--- src/rtl/truth_table_capture_if.sv ---
// truth_table_capture_if: bundles the sweep-control, block-under-test and result signals of truth_table_capture.
// TTC_MISMATCH_COUNT_EN adds the mismatch_cnt result.
interface truth_table_capture_if;
  logic        start;
  logic [15:0] expected;
  logic        a;
  logic        b;
  logic        c;
  logic        d;
  logic        y;
  logic        busy;
  logic        done;
  logic [15:0] table_out;
  logic        pass;
  logic        err_valid;
  logic [3:0]  first_err;
`ifdef TTC_MISMATCH_COUNT_EN
  logic [4:0]  mismatch_cnt;
  modport master (
    output start, expected, y,
    input  a, b, c, d, busy, done, table_out, pass, err_valid, first_err, mismatch_cnt
  );
  modport slave (
    input  start, expected, y,
    output a, b, c, d, busy, done, table_out, pass, err_valid, first_err, mismatch_cnt
  );
`else
  modport master (
    output start, expected, y,
    input  a, b, c, d, busy, done, table_out, pass, err_valid, first_err
  );
  modport slave (
    input  start, expected, y,
    output a, b, c, d, busy, done, table_out, pass, err_valid, first_err
  );
`endif
endinterface

--- src/rtl/truth_table_capture.sv ---
// truth_table_capture: drives all 16 vectors of a 4-input block, captures y into a truth table, compares to a golden table.
// Define TTC_MISMATCH_COUNT_EN to add the mismatch_cnt output.
module truth_table_capture #(
  parameter int SETTLE = 2
) (
  input logic                  clk,
  input logic                  rst,
  truth_table_capture_if.slave bus
);
  localparam logic [1:0] S_IDLE   = 2'd0;
  localparam logic [1:0] S_DRIVE  = 2'd1;
  localparam logic [1:0] S_SAMPLE = 2'd2;
  localparam logic [1:0] S_DONE   = 2'd3;
  localparam logic [3:0] L_LAST   = 4'(SETTLE - 1);
  logic [1:0]  r_state;
  logic [3:0]  r_idx;
  logic [3:0]  r_cnt;
  logic [3:0]  r_first;
  logic [15:0] r_exp;
  logic [15:0] r_table;
  logic        r_pass;
  logic        r_err;
  logic        r_done;
  logic        w_active;
  logic        w_accept;
  logic        w_mis;
  assign w_active = r_state == S_DRIVE || r_state == S_SAMPLE;
  assign w_accept = r_state == S_IDLE && bus.start;
  assign w_mis    = bus.y != r_exp[r_idx];
  always_ff @(posedge clk) begin
    if (rst) begin
      r_state <= S_IDLE;
      r_idx   <= '0;
      r_cnt   <= '0;
      r_first <= '0;
      r_exp   <= '0;
      r_table <= '0;
      r_pass  <= 1'b0;
      r_err   <= 1'b0;
      r_done  <= 1'b0;
    end else begin
      r_done <= 1'b0;
      case (r_state)
        S_IDLE: if (bus.start) begin
          r_exp   <= bus.expected;
          r_table <= '0;
          r_err   <= 1'b0;
          r_first <= '0;
          r_pass  <= 1'b0;
          r_idx   <= '0;
          r_cnt   <= '0;
          r_state <= S_DRIVE;
        end
        S_DRIVE: begin
          r_cnt   <= r_cnt + 4'd1;
          r_state <= r_cnt == L_LAST ? S_SAMPLE : S_DRIVE;
        end
        S_SAMPLE: begin
          r_table[r_idx] <= bus.y;
          if (w_mis && !r_err) begin
            r_err   <= 1'b1;
            r_first <= r_idx;
          end
          // leave on state at vector 15 so the index never wraps
          if (r_idx == 4'd15) r_state <= S_DONE;
          else begin
            r_idx   <= r_idx + 4'd1;
            r_cnt   <= '0;
            r_state <= S_DRIVE;
          end
        end
        default: begin
          r_done  <= 1'b1;
          r_pass  <= ~r_err;
          r_state <= S_IDLE;
        end
      endcase
    end
  end
`ifdef TTC_MISMATCH_COUNT_EN
  logic [4:0] r_mcnt;
  always_ff @(posedge clk) begin
    if (rst) r_mcnt <= '0;
    else if (w_accept) r_mcnt <= '0;
    else if (r_state == S_SAMPLE && w_mis) r_mcnt <= r_mcnt + 5'd1;
  end
  assign bus.mismatch_cnt = r_mcnt;
`endif
  assign {bus.a, bus.b, bus.c, bus.d} = w_active ? r_idx : 4'd0;
  assign bus.busy      = w_active;
  assign bus.done      = r_done;
  assign bus.table_out = r_table;
  assign bus.pass      = r_pass;
  assign bus.err_valid = r_err;
  assign bus.first_err = r_first;
endmodule

--- src/flat_wrapper.sv ---
// flat-port wrapper written by rule: the top's interface ports become plain ports
module truth_table_capture_flat 
#(
  parameter int SETTLE = 2
)
  (clk, rst, bus_start, bus_expected, bus_y, bus_a, bus_b, bus_c, bus_d, bus_busy, bus_done, bus_table_out, bus_pass, bus_err_valid, bus_first_err);
  truth_table_capture_if bus_i ();
  input logic clk;
  input logic rst;
  input wire logic [$bits(bus_i.start)-1:0] bus_start;
  input wire logic [$bits(bus_i.expected)-1:0] bus_expected;
  input wire logic [$bits(bus_i.y)-1:0] bus_y;
  output wire logic [$bits(bus_i.a)-1:0] bus_a;
  output wire logic [$bits(bus_i.b)-1:0] bus_b;
  output wire logic [$bits(bus_i.c)-1:0] bus_c;
  output wire logic [$bits(bus_i.d)-1:0] bus_d;
  output wire logic [$bits(bus_i.busy)-1:0] bus_busy;
  output wire logic [$bits(bus_i.done)-1:0] bus_done;
  output wire logic [$bits(bus_i.table_out)-1:0] bus_table_out;
  output wire logic [$bits(bus_i.pass)-1:0] bus_pass;
  output wire logic [$bits(bus_i.err_valid)-1:0] bus_err_valid;
  output wire logic [$bits(bus_i.first_err)-1:0] bus_first_err;
  assign bus_i.start = bus_start;
  assign bus_i.expected = bus_expected;
  assign bus_i.y = bus_y;
  assign bus_a = bus_i.a;
  assign bus_b = bus_i.b;
  assign bus_c = bus_i.c;
  assign bus_d = bus_i.d;
  assign bus_busy = bus_i.busy;
  assign bus_done = bus_i.done;
  assign bus_table_out = bus_i.table_out;
  assign bus_pass = bus_i.pass;
  assign bus_err_valid = bus_i.err_valid;
  assign bus_first_err = bus_i.first_err;
  truth_table_capture #(.SETTLE(SETTLE)) u_core (.clk(clk), .rst(rst), .bus(bus_i));
endmodule
--- config.mk ---
export PLATFORM = sky130hd
export DESIGN_NAME = truth_table_capture_flat
export DESIGN_NICKNAME = d
export VERILOG_FILES = /design/src/rtl/truth_table_capture_if.sv /design/src/rtl/truth_table_capture.sv /design/src/flat_wrapper.sv
export SDC_FILE = /design/constraint.sdc
export NUM_CORES = 1
export LEC_CHECK = 0
export ABC_AREA = 0
export CAP_MARGIN = 20
export CORE_UTILIZATION = 58
export CTS_BUF_LIST = sky130_fd_sc_hd__clkbuf_8
export DETAILED_ROUTE_END_ITERATION = 10
export MAX_ROUTING_LAYER = met4
export PLACE_DENSITY = 0.88
export SYNTH_ARGS = -nofsm -noshare
export SYNTH_HDL_FRONTEND = slang
export SYNTH_SLANG_ARGS = --single-unit
--- constraint.sdc ---
create_clock -name clk -period 7 [get_ports clk]
set_clock_uncertainty 0.1 [all_clocks]
set_input_delay 1.4 -clock clk [delete_from_list [all_inputs] [get_ports clk]]
set_output_delay 1.4 -clock clk [all_outputs]
set_load 0.01 [all_outputs]
* Word level (Yosys, flattened, before mapping) *
Cells that the tools add are included.

word-level totals
  word-level logic and storage cells = 62
  output and inout port bits = 28
  register bits after elaboration = 49
  input port bits = 20

cells by class
  bitwise logic cells = 2
  muxes and demuxes = 24
  $add $sub $neg = 2
  eq/ne operators = 8
  reductions and logical operators = 15
  order comparisons = 2

operator list
  kind                 count
  $pmux 16 s2          1
  $mux 4               5
  $bwmux 16            1
  $mux 16              1
  $pmux 4 s2           2
  $pmux 4 s3           1
  $reduce_and 3->1     3
  $add 4x1->4 const B  2
  $mux 2               3
  $ne 2x2->1 const B   3
  $pmux 2 s3           1
  $reduce_and 2->1     3
  $lt 4x5->1 const B   1
  $mux 1               5
  $bmux 1 s4           1
  $demux 1 s4          1
  $eq 4x1->1 const B   1
  $eq 4x4->1 const B   1
  $ge 4x1->1 const B   1
  $pmux 1 s2           2
  $reduce_bool 3->1    1
  $reduce_or 3->1      1
  $eq 2x1->1 const B   1
  $eq 2x2->1 const B   1
  other kinds (8)      10

* Longest topological paths before layout *
  depth after elaboration = 6
  depth in mapped cells = 9
  depth with buffers taken out = 7

* Worst setup path before layout *
OpenSTA, ideal clock, no wires.

  kind = input-to-reg
  start = input port bus_start
  end = register u_core.r_table[11], in the netlist u_core.bus.table_out[11]
  library setup time = 0.070 ns
  arrival = 2.464 ns
  required time = 6.830 ns
  setup slack = 4.366 ns
  path buffers = 2
  stages on the path = 6
  cell sequence = nand2b_1 and3_1 clkbuf_1 clkbuf_1 nand3_1 a21oi_1

between the ends
  cells in the longest elaborated chain, start to end = 2

ends and longest elaborated chain
  item                               RTL line                   text
  start, declared                    flat_wrapper.sv:10         input wire logic [$bits(bus_i.start)-1:0] bus_start;
  $ne 2x2->1 (no source line)        -
  $reduce_and 2->1 (no source line)  -
  end signal, assigned by index      truth_table_capture.sv:59  r_table[r_idx] <= bus.y;
  end, declared                      truth_table_capture.sv:20  logic [15:0] r_table;

Every way passes these cells.
A chain may end at the register's enable or synchronous reset.

* Worst setup path in the final report *
  start = register u_core.r_state[0]
  end = output port bus_c

between the ends
  cells in the longest elaborated chain, start to end = 3
  elaborated cells between the ends (all ways) = 4
  those cells by class = 2 x eq/ne; 1 x mux; 1 x reduce/logical

ends and longest elaborated chain
  item                                      RTL line                   text
  start, declared                           truth_table_capture.sv:15  logic [1:0] r_state;
  start signal, assigned                    truth_table_capture.sv:56  r_state <= r_cnt == L_LAST ? S_SAMPLE : S_DRIVE;
  $eq 2x1->1 or $eq 2x2->1 (tied branches)  truth_table_capture.sv:27  assign w_active = r_state == S_DRIVE || r_state == S_SAMPLE;
  $logic_or 1x1->1 (*)                      truth_table_capture.sv:27
  $mux 4 (*)                                truth_table_capture.sv:89  assign {bus.a, bus.b, bus.c, bus.d} = w_active ? r_idx : 4'd0;
  end, declared                             flat_wrapper.sv:15         output wire logic [$bits(bus_i.c)-1:0] bus_c;

Mark *: on every way between the ends. The rest lies on a longest branch, timed or not.

==> summary.md <==
| Metric | Value |
|---|---|
| CTS tree | `done` |
| Final Power | `0.527 mW` |
| GRT Residual Overflow | `0` |
| Placed Cells | `between 300 and 400` |
| Status | `complete, no violations` |
| Hold-fix buffers, CTS | `0` |
| Hold_ws | `around 0.36 ns` |
| Worst hold path startpoint | `u_core.r_exp[6]` |
| Die area | `4690 um2` |
| 1st-iter DRT viols | `291` |
| Sequential cell area fraction in the yosys report | `0.383` |
| Synthesized cell area | `between 2000 and 3000 um2` |
| Most common cell in the netlist | `dfxtp_1` |
| Post-CTS setup buffer count | `0` |
| Longest Clk Path Bufs | `2` |
| # nets final | `about 380` |
| Worst-Margin Slew | `a little under 0.9 ns` |
| Layout cells sized above 1 | `0.0490` |
| Number of port buffers | `47` |
| Die Y | `68.5 um` |
| Unrepaired setup endpoints after global routing | `no` |
| Number of global-route vias before repair | `between 2000 and 2500` |
| Clk Latency, worst-skew pair | `0.30 ns` |
| Slowest cell on the critical path | `clkdlybuf4s50_1` |
| Syn-to-layout area delta | `20.6%` |
| Routed vias | `between 2000 and 2500` |
| Synth Flop Type | `dfxtp_1` |
| Critical path launch point type | `flop` |
| Critical Path RT | `5.50 ns` |
| Antenna fix cells | `0` |
| Final period util | `0.476` |
| Largest net degree at the start of global routing | `47` |
| Post-CTS resize count | `0` |
| Hold Crit Endpoint | `u_core.r_exp[6]` |
| Fin crit period | `3.33 ns` |
| Critical path launch point | `u_core.r_state[0]` |
| Max-cap violations | `0` |
| FP Rows | `23` |
| Max-slew violations | `0` |
| WL/cell | `14.1 um` |
| GRT Util Overall | `0.273` |
| Die X | `68.5 um` |
| Worst reg-to-reg setup slack | `between 4 and 5 ns` |
| Synth cell types | `45` |
| R2r worst-path depth | `5` |
| Avg Cell Area, Syn | `8.13 um2` |
| Pwr Density | `approximately 170 nW/um2` |
| Net count after synthesis | `345` |
| TritonCTS buffer count | `5` |
| Crit path kind | `reg -> out` |
| Rel. slew slack | `0.409` |
| Worst path cell trace | `inv_1 > ha_1 > and2_2 > clkdlybuf4s50_1` |
| Starting Density | `0.622` |
| DR pass1 iterations | `4` |
| Crit path max fanout | `7` |
| Post-route ant nets | `0` |
| Worst R2R Start | `u_core.r_idx[1]` |
| CTS root buf | `clkbuf_8` |
| CTS sink cnt | `about 50` |
| Final core occ | `0.751` |
| Synth warn | `0` |
| Yosys reg bits | `49` |
| Max H-tree Level | `2` |
| DRC Markers | `0` |
| Crit path DAT | `approximately 1.8 ns` |
| Via density | `about 6` |
| Mapped Cells | `around 320` |
| Maximum operating frequency | `300 MHz` |
| Initial antenna violation count | `0` |
| Peak supply drop | `about 0.00016 V` |
| Final WL | `approximately 5600 um` |
| Largest cells by area after synthesis | `dfxtp_1, a21oi_1, nand2_1, ha_1, a21boi_0` |
| Core Area | `4120 um2` |
| Setup TNS | `0 ns` |
| Crit end category | `output pin` |
| Clock transition at path regs | `0.09 ns` |
| Post-synth EDFFs | `0` |
| Final instance count without filler cells | `around 400` |
| Post-synth ARST share | `0` |
| Commonest cells post-synth | `dfxtp_1, nand2_1, a21oi_1` |
| Hold depth | `2` |
| Worst R2R End | `u_core.bus.first_err[1]` |
| Post-DP HPWL | `about 3800 um` |
| # setup viols final | `0` |
| First-pass GRT wire length | `about 9300 um` |
| Top cell type's share of synthesized area | `0.383` |
| Routability cong. | `between 0.8 and 0.9` |
| Worst stage delay on the critical path | `around 0.53 ns` |
| Leakage | `~1.1 nW` |
| IO Pins | `48` |
| Worst hold-check path type | `reg -> reg` |
| Hold Fails Final Rpt | `0` |
| Area leader, netlist | `dfxtp_1` |
-- routing by layer --
layer	global-route usage	wire length, um	vias to the layer above
li1	-	-	1165
met1	0.344	2410	1095
met2	0.431	2780	72
met3	0.0567	323	7
met4	0.0938	67	0
met5	-	0	-
-- power breakdown --
group,internal (mW),switching (mW),leakage (nW)
Combinational,0.0327,0.0415,0.664
Sequential,0.287,0.00520,0.398
Clock,0.0680,0.0923,0.0491
-- worst max path at each step --
stage / end / slack, ns / cells after the start
floorplan: u_core.bus.table_out[11] / 4.37 / 6
global placement: u_core.r_idx[2] / 3.47 / 6
detailed placement: u_core.bus.table_out[8] / 3.70 / 5
CTS: bus_c / 3.66 / 4
global route: bus_c / 3.57 / 4
finish: bus_c / 3.67 / 4
-- metrics by stage --
step / worst slack [ns] / instance area (um2)
after CTS: 3.66 / 3090
after floorplan: 4.37 / 2560
after global routing: 3.57 / 3090
after global placement: 3.47 / 3000
final: 3.67 / 3090
after detailed placement: 3.70 / 3010
-- placed cells by master, fill, tap and decap left out, types with 3 or more instances in the layout --
cell,count
nor2b_1,6
inv_1,13
o21ai_0,20
nor2_1,18
dfxtp_1,49
nand2_1,41
nand3_1,22
ha_1,10
mux2i_1,6
nand4b_1,3
clkbuf_8,5
o21ai_1,3
nand4_1,3
and2_1,5
a21boi_0,15
xor2_1,4
nor3_1,4
clkdlybuf4s50_1,47
and3_1,3
a21oi_1,38
-- worst max-delay path: cells and delay by family (launching register included) --
family,cells,cell delay [ns]
buffers and inverters,2,0.61
flip-flops,1,0.39
adder cells (fa/ha/maj),1,0.37
AND/OR/NAND/NOR,1,0.16
-- cells by family (layout without fill, tap and decap cells) --
kind of cell | after synthesis | in the layout | share of synthesized area
AOI/OAI and AO/OA | 90 | 90 | 0.212
xor gates and xnor gates | 4 | 4 | 0.0137
adders and majority gates | 10 | 10 | 0.0489
buffers and inverters | 37 | 69 | 0.0576
DFF | 49 | 49 | 0.383
muxes | 12 | 12 | 0.0718
and+or+nand+nor | 113 | 113 | 0.213
-- sequential cells by signal (all words and copies together), names as in the netlist --
signal	flops
u_core.bus.pass	1
u_core.r_exp	16
u_core.bus.err_valid	1
u_core.r_cnt	4
u_core.bus.table_out	16
u_core.r_idx	4
u_core.bus.first_err	4
u_core.bus.done	1
u_core.r_state	2
-- layout make-up --
| class | count | area [um2] |
|---|---|---|
| inverters | 12 | 45.0 |
| fillers | 322 | 1030 |
| clock buffers | 5 | 68.8 |
| clock inverters | 3 | 13.8 |
| well taps | 50 | 62.6 |
| flip-flops and latches | 49 | 981 |
| repair buffers | 49 | 485 |
| multi-input cells | 229 | 1430 |
(Power assumes the default switching activity.)
